<file path="config.mk">
export PLATFORM = sky130hd
export DESIGN_NAME = temp_display_driver
export DESIGN_NICKNAME = d
export VERILOG_FILES = /design/src/rtl/temp_display_pkg.sv /design/src/rtl/temp_bcd_converter.sv /design/src/rtl/temp_display_driver.sv
export SDC_FILE = /design/constraint.sdc
export NUM_CORES = 1
export LEC_CHECK = 0
export ABC_CLOCK_PERIOD_IN_PS = 5710
export CORE_UTILIZATION = 55
export DETAILED_ROUTE_END_ITERATION = 8
export PLACE_DENSITY = 0.77
export SYNTH_ARGS = -nofsm -noshare
export SYNTH_HDL_FRONTEND = slang
export SYNTH_SLANG_ARGS = --single-unit
export TNS_END_PERCENT = 10
</file>
<file path="constraint.sdc">
create_clock -name clock -period 5.71 [get_ports clock]
set_input_delay 0.8565 -clock clock [delete_from_list [all_inputs] [get_ports clock]]
set_output_delay 0.8565 -clock clock [all_outputs]
set_load 0.02 [all_outputs]
</file>
<file path="src/rtl/temp_display_pkg.sv">
// temp_display_pkg: shared widths, seven-segment patterns and converter state type
package temp_display_pkg;
  localparam int NUM_DIGITS = 4;
  localparam int BCD_W = 16;
  localparam logic [6:0] SEG_0 = 7'h3F;
  localparam logic [6:0] SEG_1 = 7'h06;
  localparam logic [6:0] SEG_2 = 7'h5B;
  localparam logic [6:0] SEG_3 = 7'h4F;
  localparam logic [6:0] SEG_4 = 7'h66;
  localparam logic [6:0] SEG_5 = 7'h6D;
  localparam logic [6:0] SEG_6 = 7'h7D;
  localparam logic [6:0] SEG_7 = 7'h07;
  localparam logic [6:0] SEG_8 = 7'h7F;
  localparam logic [6:0] SEG_9 = 7'h6F;
  localparam logic [6:0] SEG_DASH = 7'h40;
  localparam logic [6:0] SEG_BLANK = 7'h00;
  typedef enum logic {IDLE, SHIFT} conv_state_t;
  function automatic logic [6:0] seg_of(input logic [3:0] d);
    case (d)
      4'd0: return SEG_0;
      4'd1: return SEG_1;
      4'd2: return SEG_2;
      4'd3: return SEG_3;
      4'd4: return SEG_4;
      4'd5: return SEG_5;
      4'd6: return SEG_6;
      4'd7: return SEG_7;
      4'd8: return SEG_8;
      4'd9: return SEG_9;
      default: return SEG_BLANK;
    endcase
  endfunction
endpackage

</file>
<file path="src/rtl/temp_bcd_converter.sv">
// temp_bcd_converter: sequential 16-cycle double-dabble binary-to-BCD engine with pending reload
module temp_bcd_converter
  import temp_display_pkg::*;
(
  input  logic             clock,
  input  logic             reset,
  input  logic             load,
  input  logic [15:0]      value_in,
  output logic             busy,
  output logic             done,
  output logic             overflow,
  output logic [BCD_W-1:0] bcd
);
  conv_state_t state, state_n;
  logic [3:0] cnt;
  logic [15:0] bin, pend_val;
  logic [BCD_W+3:0] acc, adj, acc_n;
  logic pending;
  always_comb begin
    adj = acc;
    for (int i = 0; i <= NUM_DIGITS; i++)
      adj[4*i +: 4] = acc[4*i +: 4] >= 4'd5 ? acc[4*i +: 4] + 4'd3 : acc[4*i +: 4];
    acc_n = {adj[BCD_W+2:0], bin[15]};
    state_n = state == IDLE ? ((load || pending) ? SHIFT : IDLE) : (cnt == 4'd15 ? IDLE : SHIFT);
  end
  assign busy = state == SHIFT;
  assign done = busy && cnt == 4'd15;
  assign bcd = acc_n[BCD_W-1:0];
  always_ff @(posedge clock) begin
    if (reset) begin
      state <= IDLE;
      cnt <= '0;
      bin <= '0;
      acc <= '0;
      pend_val <= '0;
      pending <= 1'b0;
      overflow <= 1'b0;
    end else begin
      state <= state_n;
      if (state == IDLE) begin
        if (load || pending) begin
          bin <= load ? value_in : pend_val;
          acc <= '0;
          cnt <= '0;
          pending <= 1'b0;
        end
      end else begin
        acc <= acc_n;
        bin <= {bin[14:0], 1'b0};
        cnt <= cnt + 4'd1;
        if (load) begin
          pending <= 1'b1;
          pend_val <= value_in;
        end
        if (done) overflow <= |acc_n[BCD_W+3:BCD_W];
      end
    end
  end
endmodule

</file>
<file path="src/rtl/temp_display_driver.sv">
// temp_display_driver: BCD conversion plus multiplexed 4-digit seven-segment scanning with blanking
module temp_display_driver
  import temp_display_pkg::*;
#(
  parameter int SCAN_DIV = 1024,
  parameter int DP_POS = 1
) (
  input  logic        clock,
  input  logic        reset,
  input  logic        load,
  input  logic [15:0] value_in,
  output logic        busy,
  output logic        overflow,
  output logic [6:0]  segments,
  output logic        dp,
  output logic [3:0]  digit_select
);
  localparam int PW = $clog2(SCAN_DIV);
  logic [PW-1:0] presc;
  logic [1:0] idx;
  logic [BCD_W-1:0] disp, bcd;
  logic done, blank;
  logic [NUM_DIGITS-1:0] lead;
  logic [3:0] nib;
  logic [6:0] seg_n;
  temp_bcd_converter u_conv (
    .clock(clock),
    .reset(reset),
    .load(load),
    .value_in(value_in),
    .busy(busy),
    .done(done),
    .overflow(overflow),
    .bcd(bcd)
  );
  always_comb begin
    lead = '0;
    lead[NUM_DIGITS-1] = disp[BCD_W-1 -: 4] == 4'd0;
    for (int i = NUM_DIGITS-2; i >= 0; i--)
      lead[i] = lead[i+1] && disp[4*i +: 4] == 4'd0;
    nib = disp[{idx, 2'b00} +: 4];
    blank = lead[idx] && int'(idx) > DP_POS;
    seg_n = overflow ? SEG_DASH : blank ? SEG_BLANK : seg_of(nib);
  end
  always_ff @(posedge clock) begin
    if (reset) begin
      disp <= '0;
      presc <= '0;
      idx <= '0;
      segments <= '0;
      dp <= 1'b0;
      digit_select <= '0;
    end else begin
      if (done) disp <= bcd;
      presc <= presc == PW'(SCAN_DIV-1) ? '0 : presc + PW'(1);
      idx <= presc == PW'(SCAN_DIV-1) ? idx + 2'd1 : idx;
      segments <= seg_n;
      dp <= int'(idx) == DP_POS && !overflow;
      digit_select <= 4'b0001 << idx;
    end
  end
endmodule

</file>
Word level (Yosys, flattened, before mapping). Memories as Yosys holds them, arrays and structs flattened. Index checks and enable logic that the tools add are counted.

Bits in registers: 99. Memories kept: 1. Bits of input ports: 19. Memory bits (read-only): 112.

Memories: (name not given) (words 16, bits a word 7, rd ports 1, clocked after Yosys merged registers in 0, wr ports 0, line temp_display_pkg.sv:19) `case (d)`.

Mux-type cells: 22. Equal/unequal tests: 4. Shift-type cells: 2. Reduce and logical (&&, ||, !) cells: 19. $lt $le $gt $ge: 7. $add $sub $neg: 8.

Operators with widths (number): 16-bit 2-to-1 mux (3); 20-bit 2-to-1 mux (2); 4-bit 2-to-1 mux (6); 4-bit by 3-bit >= comparator with 1-bit output, second input constant (5); 4-bit by 2-bit adder with 4-bit output, second input constant (4); 4-bit zero test (4); 16-bit by 5-bit indexed part select with 4-bit output (1); 7-bit 2-to-1 mux (2); 10-bit by 1-bit adder with 10-bit output, second input constant (1); 10-bit equality test, second input constant (1); 1-bit 2-to-1 mux (7); 1-bit logical AND (6); 4-bit by 1-bit adder with 4-bit output, second input constant (1); 4-bit equality test, second input constant (1); 2-bit AND reduction (2); 2-bit OR reduction (2); 4-bit OR reduction (1); 1-bit by 2-bit << shifter with 4-bit output, first input constant (1); 3-bit by 2-bit adder with 3-bit output, second input constant (1); 2-bit by 3-bit < comparator with 1-bit output, second input constant (1); 3-bit 2-to-1 mux (1); 3-bit OR reduction (1); 2-bit by 1-bit adder with 2-bit output, second input constant (1); 1-bit binary-select mux with 2-bit select (1); 6 further kinds (6).

Longest topological paths before layout. Gate-level depths: netlist of the first run.

Word-level depth: 9. Gate-level depth with buffers: 8. Mapped depth without buffers: 7.

Modules after synthesis. A second synthesis of the first run with hierarchy kept.

Cell total of the unflattened synthesis: 509. Area, all modules: 4649.5 sq um.

By module, submodules not included: temp_bcd_converter (times used 1, cells an instance 336, area an instance 2884.0 sq um, seq. area each 1181.1 sq um); temp_display_driver (times used 1, cells an instance 173, area an instance 1765.4 sq um, seq. area each 800.8 sq um).

Worst setup path after synthesis of the first run. Ideal clock, no wire load.

Kind: in2reg. Start: in load. End: reg u_conv.acc[12]. Arrival: 1.930 ns. Data required time: 5.636 ns. Stages: 5. Library setup time: 0.074 ns. Path buffers: 2. Path slack: 3.706 ns. Cell sequence: clkbuf_1 nor4_1 buf_2 nand2_1 o21ai_0.

Word-level cells in the longest chain between the ends: 2.

RTL lines: start, declared (line temp_display_driver.sv:10) `input logic load,`; 1-bit logical OR (line temp_bcd_converter.sv:41) `if (load || pending) begin`; 2-bit nonzero test (no line); end signal, assigned (line temp_bcd_converter.sv:48) `acc <= acc_n;`; end, declared (line temp_bcd_converter.sv:17) `logic [BCD_W+3:0] acc, adj, acc_n;`.

Every way passes these cells. A chain may end at the register's enable or synchronous reset.

Final worst setup path of the first run.
Start: reg u_conv.state (netlist: u_conv.busy). End: out busy.

RTL lines: start, declared (line temp_bcd_converter.sv:14) `conv_state_t state, state_n;`; start signal, assigned (line temp_bcd_converter.sv:39) `state <= state_n;`; end, declared (line temp_display_driver.sv:12) `output logic busy,`.

No word-level cell between the ends.

==> metrics, run 1 <==
result of the run=finished clean; total track usage=21.98%; pre-CTS setup slack=2574 ps; worst setup margin=2848 ps; Fin Clk Skew=11.42 ps; CP Launch Type=flop; maximum ir drop on the vdd rail=0.0001270 V; kind of end point of the critical path=primary output; top post-synthesis cells by count=sky130_fd_sc_hd__dfxtp_1 (99), sky130_fd_sc_hd__nand2_1 (82), sky130_fd_sc_hd__a21oi_1 (60); ant diodes=0; switching power of the nets=0.2987 mW; vias in the first global route=3453; routed length on met2=4175 um; gate count of the mapped netlist=520; total nets after synthesis=558; Synth top area share=44.42%; Detail Route met3 WL=287 um; count of buffers added by post-CTS timing repair for setup=0; Detailed Route WL=8488 um; number of sinks driven by the clock tree=99; Min Clock Period, post-route=2862 ps; final instance area=4986 um2; achievable clock frequency=349.5 MHz; # nets final=569; number of hold-repair buffers added at the cts stage=0; cell accounting for the most synthesized area=sky130_fd_sc_hd__dfxtp_1; clock transition time at the flip-flop clock pins of the worst setup and hold paths=90 ps; top-count cell post-synth=sky130_fd_sc_hd__dfxtp_1; DIE WIDTH=92.07 um; Rows=32; switching portion of total power=23.90%; Overflow after GRT=0; transition time of the tightest slew-check pin=997.5 ps; RePlAce Congestion=0.8137; latest clock arrival within the worst-skew pair=350 ps; vias after detailed routing=3574; data arrival time of the critical path=2010 ps; Placed Cells=622; non-filler cells in the finished layout=638; total half-perimeter wirelength after legalization and detailed placement=5769 um; pin count of the biggest net entering global routing=73; number of buffers inserted during clock tree synthesis=9; internal cell power=0.9507 mW; root buffer cell=sky130_fd_sc_hd__clkbuf_8; relative slew slack=33.29%; number of remaining DRC errors=0; highest routing layer actually used=met4; cell leakage power=1.777 nW; I/O pin count=33; Min-Delay Path Class=reg -> reg; max-capacitance violation count=0; proportion of register bits with asynchronous set or reset after synthesis=0%; clock network fraction of total power=34.9%; total negative slack for setup checks=0 ps; starting density of the core=57.44%; synth-to-layout area growth=11.75%; category of the critical setup timing path=reg -> out; Final ANT Viol Nets=0; portion of total power attributed to sequential cells=57.7%; number of vias per cell after detailed routing=5.602; hold violation count in the final report=0; cell types occupying the most area after synthesis=sky130_fd_sc_hd__dfxtp_1 (44%), sky130_fd_sc_hd__nand2_1 (6.9%), sky130_fd_sc_hd__a21oi_1 (6.7%), sky130_fd_sc_hd__ha_1 (5.3%), sky130_fd_sc_hd__nor2_1 (4.0%); number of warnings issued by yosys=0; Power per Cell Area=250.6 nW/um2; core box area=7767 um2; routed wirelength normalized by instance count=13.30 um; count of final max-slew check failures=0; final period utilization=50.12%; antenna violations before repair=0; number of design-rule violations left by the first detailed-router iteration=174; largest buffer count on any clock path=2; # setup viols final=0; Crit path required time=4850 ps; RSZ-0062 raised after global routing=no; number of buffers inserted by port buffering=32; FILL cells=691; iteration count of the initial detailed-routing pass=4; layout cells sized above 1=6.530%; sequential cell area fraction in the yosys report=44.42%; synthesized area per cell=8.580 um2; length of routed wiring on met1=3951 um; most used flip-flop cell after synthesis=sky130_fd_sc_hd__dfxtp_1; Synth cell types=41; wire length of the first global-routing pass=15190 um; total of flip-flops plus latches after synthesis=99; CTS tree=yes; Die H=92.07 um; worst-path maximum fanout=40; area of the die=8477 um2; count of flip-flops with a built-in enable after synthesis=0; instance area at placement=4793 um2; synthesized area=4462 um2; number of levels in the clock H-tree=3; proportion of power drawn by combinational gates=7.4%; quantity of gates resized following cts=0
layout by cell type (no fill, tap or decap), types with 2 or more instances in the layout:
cell	count
sky130_fd_sc_hd__nand4_1	2
sky130_fd_sc_hd__a221oi_1	15
sky130_fd_sc_hd__clkinv_2	2
sky130_fd_sc_hd__inv_1	18
sky130_fd_sc_hd__or2_2	2
sky130_fd_sc_hd__mux4_1	2
sky130_fd_sc_hd__nand3_1	4
sky130_fd_sc_hd__nand2_1	82
sky130_fd_sc_hd__mux2_2	3
sky130_fd_sc_hd__clkbuf_8	9
sky130_fd_sc_hd__clkdlybuf4s50_1	31
sky130_fd_sc_hd__ha_1	19
sky130_fd_sc_hd__nor3b_1	6
sky130_fd_sc_hd__a22oi_1	5
sky130_fd_sc_hd__xnor2_1	11
sky130_fd_sc_hd__or3b_2	4
sky130_fd_sc_hd__xor2_1	3
sky130_fd_sc_hd__a211oi_1	6
sky130_fd_sc_hd__nor3_1	10
sky130_fd_sc_hd__nand2b_1	7
sky130_fd_sc_hd__nand3b_1	15
sky130_fd_sc_hd__and3_1	4
sky130_fd_sc_hd__a22o_1	5
sky130_fd_sc_hd__buf_4	4
sky130_fd_sc_hd__nor2_1	47
sky130_fd_sc_hd__mux2i_1	9
sky130_fd_sc_hd__and2_1	2
sky130_fd_sc_hd__a311oi_1	4
sky130_fd_sc_hd__o21ai_0	24
sky130_fd_sc_hd__dfxtp_1	99
sky130_fd_sc_hd__nor2b_1	3
sky130_fd_sc_hd__a21oi_1	60
sky130_fd_sc_hd__and4_1	3
power groups by stage:
stage                     registers [mW]  clock network [mW]  logic, mW
final                              0.721               0.437     0.0919
after global routing               0.724               0.476      0.103
after CTS                          0.721               0.452     0.0929
after detailed placement           0.737                   0     0.0924
after global placement             0.736                   0     0.0901
after floorplan                    0.736                   0     0.0581
kinds of logic (layout without fill, tap and decap cells):
group / Yosys count / after routing / share of synthesized area [%]
and+or+nand+nor: 196 / 196 / 20.92
adders and majority gates: 19 / 19 / 5.328
DFF: 99 / 99 / 44.42
xor gates and xnor gates: 14 / 14 / 2.748
muxes: 16 / 16 / 4.795
AOI/OAI and AO/OA: 122 / 122 / 16.85
buffers and inverters: 54 / 70 / 4.935
per-layer routing:
| metal | vias up | GRT usage, % |
|---|---|---|
| met5 | - | 0 |
| met4 | 0 | 5.469 |
| met3 | 4 | 4.561 |
| met2 | 62 | 38.99 |
| met1 | 1680 | 27.07 |
| li1 | 1828 | - |
cell type report:
type                    instances  area [um2]  share of cell area (%)
clock inverters                 6       65.06                   1.305
inverters                      18       67.56                   1.355
well taps                     102       127.6                   2.560
repair buffers                 36       345.3                   6.926
clock buffers                  10       127.6                   2.560
multi-input cells             367        2271                   45.55
flip-flops and latches         99        1982                   39.75
metrics by stage:
| stage | utilization, % | hold WS (ps) | power, mW |
|---|---|---|---|
| finish | 64.19 | 459.3 | 1.249 |
| global route | 64.19 | 487.8 | 1.304 |
| CTS | 64.19 | 459.3 | 1.266 |
| detailed placement | 61.71 | 445.7 | 0.8293 |
| global placement | 61.71 | 442.5 | 0.8261 |
| floorplan | - | 426.1 | 0.7940 |
path summary, 6_finish.rpt:
kind / from / to / slack [ps] / depth (start not counted)
worst min-delay path: disp[5] / disp[5] / 460 / 2
worst max-delay path: u_conv.busy / busy / 2850 / 2
worst min register to register: disp[5] / disp[5] / 460 / 2
worst max register to register: idx[1] / segments[1] / 3510 / 5
registers in the layout (all words and copies together), names as in the netlist:
name,cells
disp,16
presc,10
u_conv.cnt,4
dp,1
u_conv.pend_val,16
u_conv.overflow,1
u_conv.bin,16
u_conv.busy,1
idx,2
u_conv.pending,1
digit_select,4
segments,7
u_conv.acc,20
critical path, stage by stage, from the launching register on:
cell                              delay (ps)
sky130_fd_sc_hd__dfxtp_1                 530
sky130_fd_sc_hd__buf_4                   430
sky130_fd_sc_hd__clkdlybuf4s50_1         690
(Power assumes the default switching activity.)
==> inputs of run 2 (changes only) <==
ABC_CLOCK_PERIOD_IN_PS = 2950   (was 5710)
clock period = 2.95 ns   (was 5.71 ns; I/O delays follow)
==> run 2 against run 1 <==
Effect of this change:
- sequential power increased by 93%
- critical path depth unchanged
- power increased by 120%
- largest cell class unchanged
- core utilization increased by 1.5 points
- cell area increased by 2.3%
- die area unchanged
- flip-flop and latch count unchanged
- critical path type unchanged
- final cell count increased by 0.78%
==> metrics, run 2 (synthesis gave the netlist of run 1 again) <==
CP Launch Type=flop (unchanged); Rows=32 (unchanged); layout cells sized above 1=7.579% (was 6.530%); CTS tree=yes (unchanged); routed wirelength normalized by instance count=14.06 um (was 13.30 um); non-filler cells in the finished layout=643 (was 638); Min Clock Period, post-route=2277 ps; Power per Cell Area=532.6 nW/um2 (was 250.6 nW/um2); total negative slack for setup checks=0 ps (unchanged); area of the die=8477 um2 (unchanged); crit-path cells=buf_4, clkdlybuf4s50_1 (unchanged); Fin Clk Skew=10.26 ps (was 11.42 ps); antenna violations before repair=0 (unchanged); vias after detailed routing=3627 (was 3574); wire length of the first global-routing pass=15920 um (was 15190 um); number of remaining DRC errors=0 (unchanged); core box area=7767 um2 (unchanged); pin count of the biggest net entering global routing=45 (was 73); number of design-rule violations left by the first detailed-router iteration=176 (was 174); hold violation count in the final report=0 (unchanged); achievable clock frequency=439.3 MHz; vias in the first global route=3572 (was 3453); count of final max-slew check failures=0 (unchanged); RSZ-0062 raised after global routing=no (unchanged); result of the run=finished clean (unchanged); starting density of the core=57.44% (unchanged); Min Hold Slack=461.7 ps (was 459.3 ps); iteration count of the initial detailed-routing pass=6 (was 4); number of vias per cell after detailed routing=5.641 (was 5.602); maximum ir drop on the vdd rail=0.0003144 V (was 0.0001270 V); I/O pin count=33 (unchanged); CP max stage delay=660 ps (was 690 ps); root buffer cell=sky130_fd_sc_hd__clkbuf_8 (unchanged); data arrival time of the critical path=1830 ps (was 2010 ps); Final ANT Viol Nets=0 (unchanged); Min-Delay Path Class=reg -> reg (unchanged); Placed Cells=627 (was 622); number of buffers inserted by port buffering=32 (unchanged); Detailed Route WL=9041 um (was 8488 um); worst-path maximum fanout=23 (was 40); largest buffer count on any clock path=2 (unchanged); Power Total=2.717 mW (was 1.249 mW); count of buffers added by post-CTS timing repair for setup=0 (unchanged); most frequent standard cell in the layout excluding fill and tap cells=sky130_fd_sc_hd__dfxtp_1 (unchanged); top register by number of flip-flops=u_conv.acc (unchanged); relative slew slack=48.47% (was 33.29%); Crit path required time=2510 ps (was 4850 ps); Max stage delay cell, worst path=sky130_fd_sc_hd__clkdlybuf4s50_1 (unchanged); latest clock arrival within the worst-skew pair=360 ps (was 350 ps); final instance area=5102 um2 (was 4986 um2); DIE WIDTH=92.07 um (unchanged); # nets final=574 (was 569); FILL cells=642 (was 691); # setup viols final=0 (unchanged); total half-perimeter wirelength after legalization and detailed placement=6093 um (was 5769 um); Largest register FFs=20 (unchanged); number of buffers inserted during clock tree synthesis=9 (unchanged); RePlAce Congestion=0.7961 (was 0.8137); ant diodes=0 (unchanged); clock transition time at the flip-flop clock pins of the worst setup and hold paths=90 ps (about the same); count of cells along the worst register-to-register path=5 (unchanged); Storage cell area=1982 um2 (unchanged); instance area at placement=4831 um2 (was 4793 um2); depth of the worst hold-timing path=2 (unchanged); synth-to-layout area growth=14.36% (was 11.75%); cell leakage power=1.843 nW (was 1.777 nW); category of the critical setup timing path=reg -> out (unchanged); quantity of gates resized following cts=0 (unchanged); number of sinks driven by the clock tree=99 (unchanged); transition time of the tightest slew-check pin=772.9 ps (was 997.5 ps); kind of end point of the critical path=primary output (unchanged); number of hold-repair buffers added at the cts stage=0 (unchanged); total track usage=23.37% (was 21.98%); max-capacitance violation count=0 (unchanged); top library cells by usage in the layout, fill and taps aside=sky130_fd_sc_hd__dfxtp_1 (99), sky130_fd_sc_hd__nand2_1 (82), sky130_fd_sc_hd__a21oi_1 (60), sky130_fd_sc_hd__nor2_1 (47), sky130_fd_sc_hd__clkdlybuf4s50_1 (31) (unchanged); Die H=92.07 um (unchanged); Overflow after GRT=0 (unchanged); Multi-input gate area=2271 um2 (unchanged); final period utilization=77.17%; number of levels in the clock H-tree=3 (unchanged)
run 2: cell types whose count changed in the layout (fill, tap and decap cells not counted):
cell,change
sky130_fd_sc_hd__buf_4,+5
sky130_fd_sc_hd__bufinv_16,+3
sky130_fd_sc_hd__clkbuf_1,-1
sky130_fd_sc_hd__clkbuf_8,+1
sky130_fd_sc_hd__clkinv_2,-1
sky130_fd_sc_hd__clkinvlp_4,-1
sky130_fd_sc_hd__clkinv_4,-1
run 2: routing by layer:
| layer | part of all wire, % | vias to the layer above | global-route usage (%) |
|---|---|---|---|
| met5 | 0 | - | 0 |
| met2 | 51 | 59 | 42.10 |
| met3 | 2.9 | 13 | 5.141 |
| met4 | 1.3 | 0 | 7.422 |
| li1 | - | 1833 | - |
| met1 | 45 | 1722 | 27.42 |
run 2: path summary, 6_finish.rpt:
| check | from | endpoint | slack [ps] |
|---|---|---|---|
| max | u_conv.busy | busy | 670 |
| min | u_conv.pend_val[7] | u_conv.pend_val[7] | 460 |
| min reg2reg | u_conv.pend_val[7] | u_conv.pend_val[7] | 460 |
| max reg2reg | idx[1] | segments[4] | 760 |
run 2: report_power, final:
group	total (mW)	internal [mW]	switching [mW]
Clock	1.14	0.674	0.463
Sequential	1.39	1.37	0.0244
Combinational	0.186	0.0794	0.107
Total	2.72	2.12	0.594
run 2: metrics by stage:
stage / util (%) / worst slack [ps]
finish: 65.69 / 673.5
detailed placement: 62.19 / 780.0
floorplan: - / 1066
CTS: 65.69 / 663.9
global route: 65.69 / 586.4
global placement: 62.19 / 866.5
run 2: area by class of cell:
type / count / area share [%]
tap: 102 / 2.501
inverter: 18 / 1.324
clock buffer: 10 / 2.697
clock inverter: 6 / 2.624
multi-input combinational: 367 / 44.51
timing repair buffer: 41 / 7.504
sequential: 99 / 38.84
run 2: worst max-delay path: cells and delay by family (launching register included):
family / cells / cell delay, ps
buffers and inverters: 2 / 990
DFF: 1 / 480
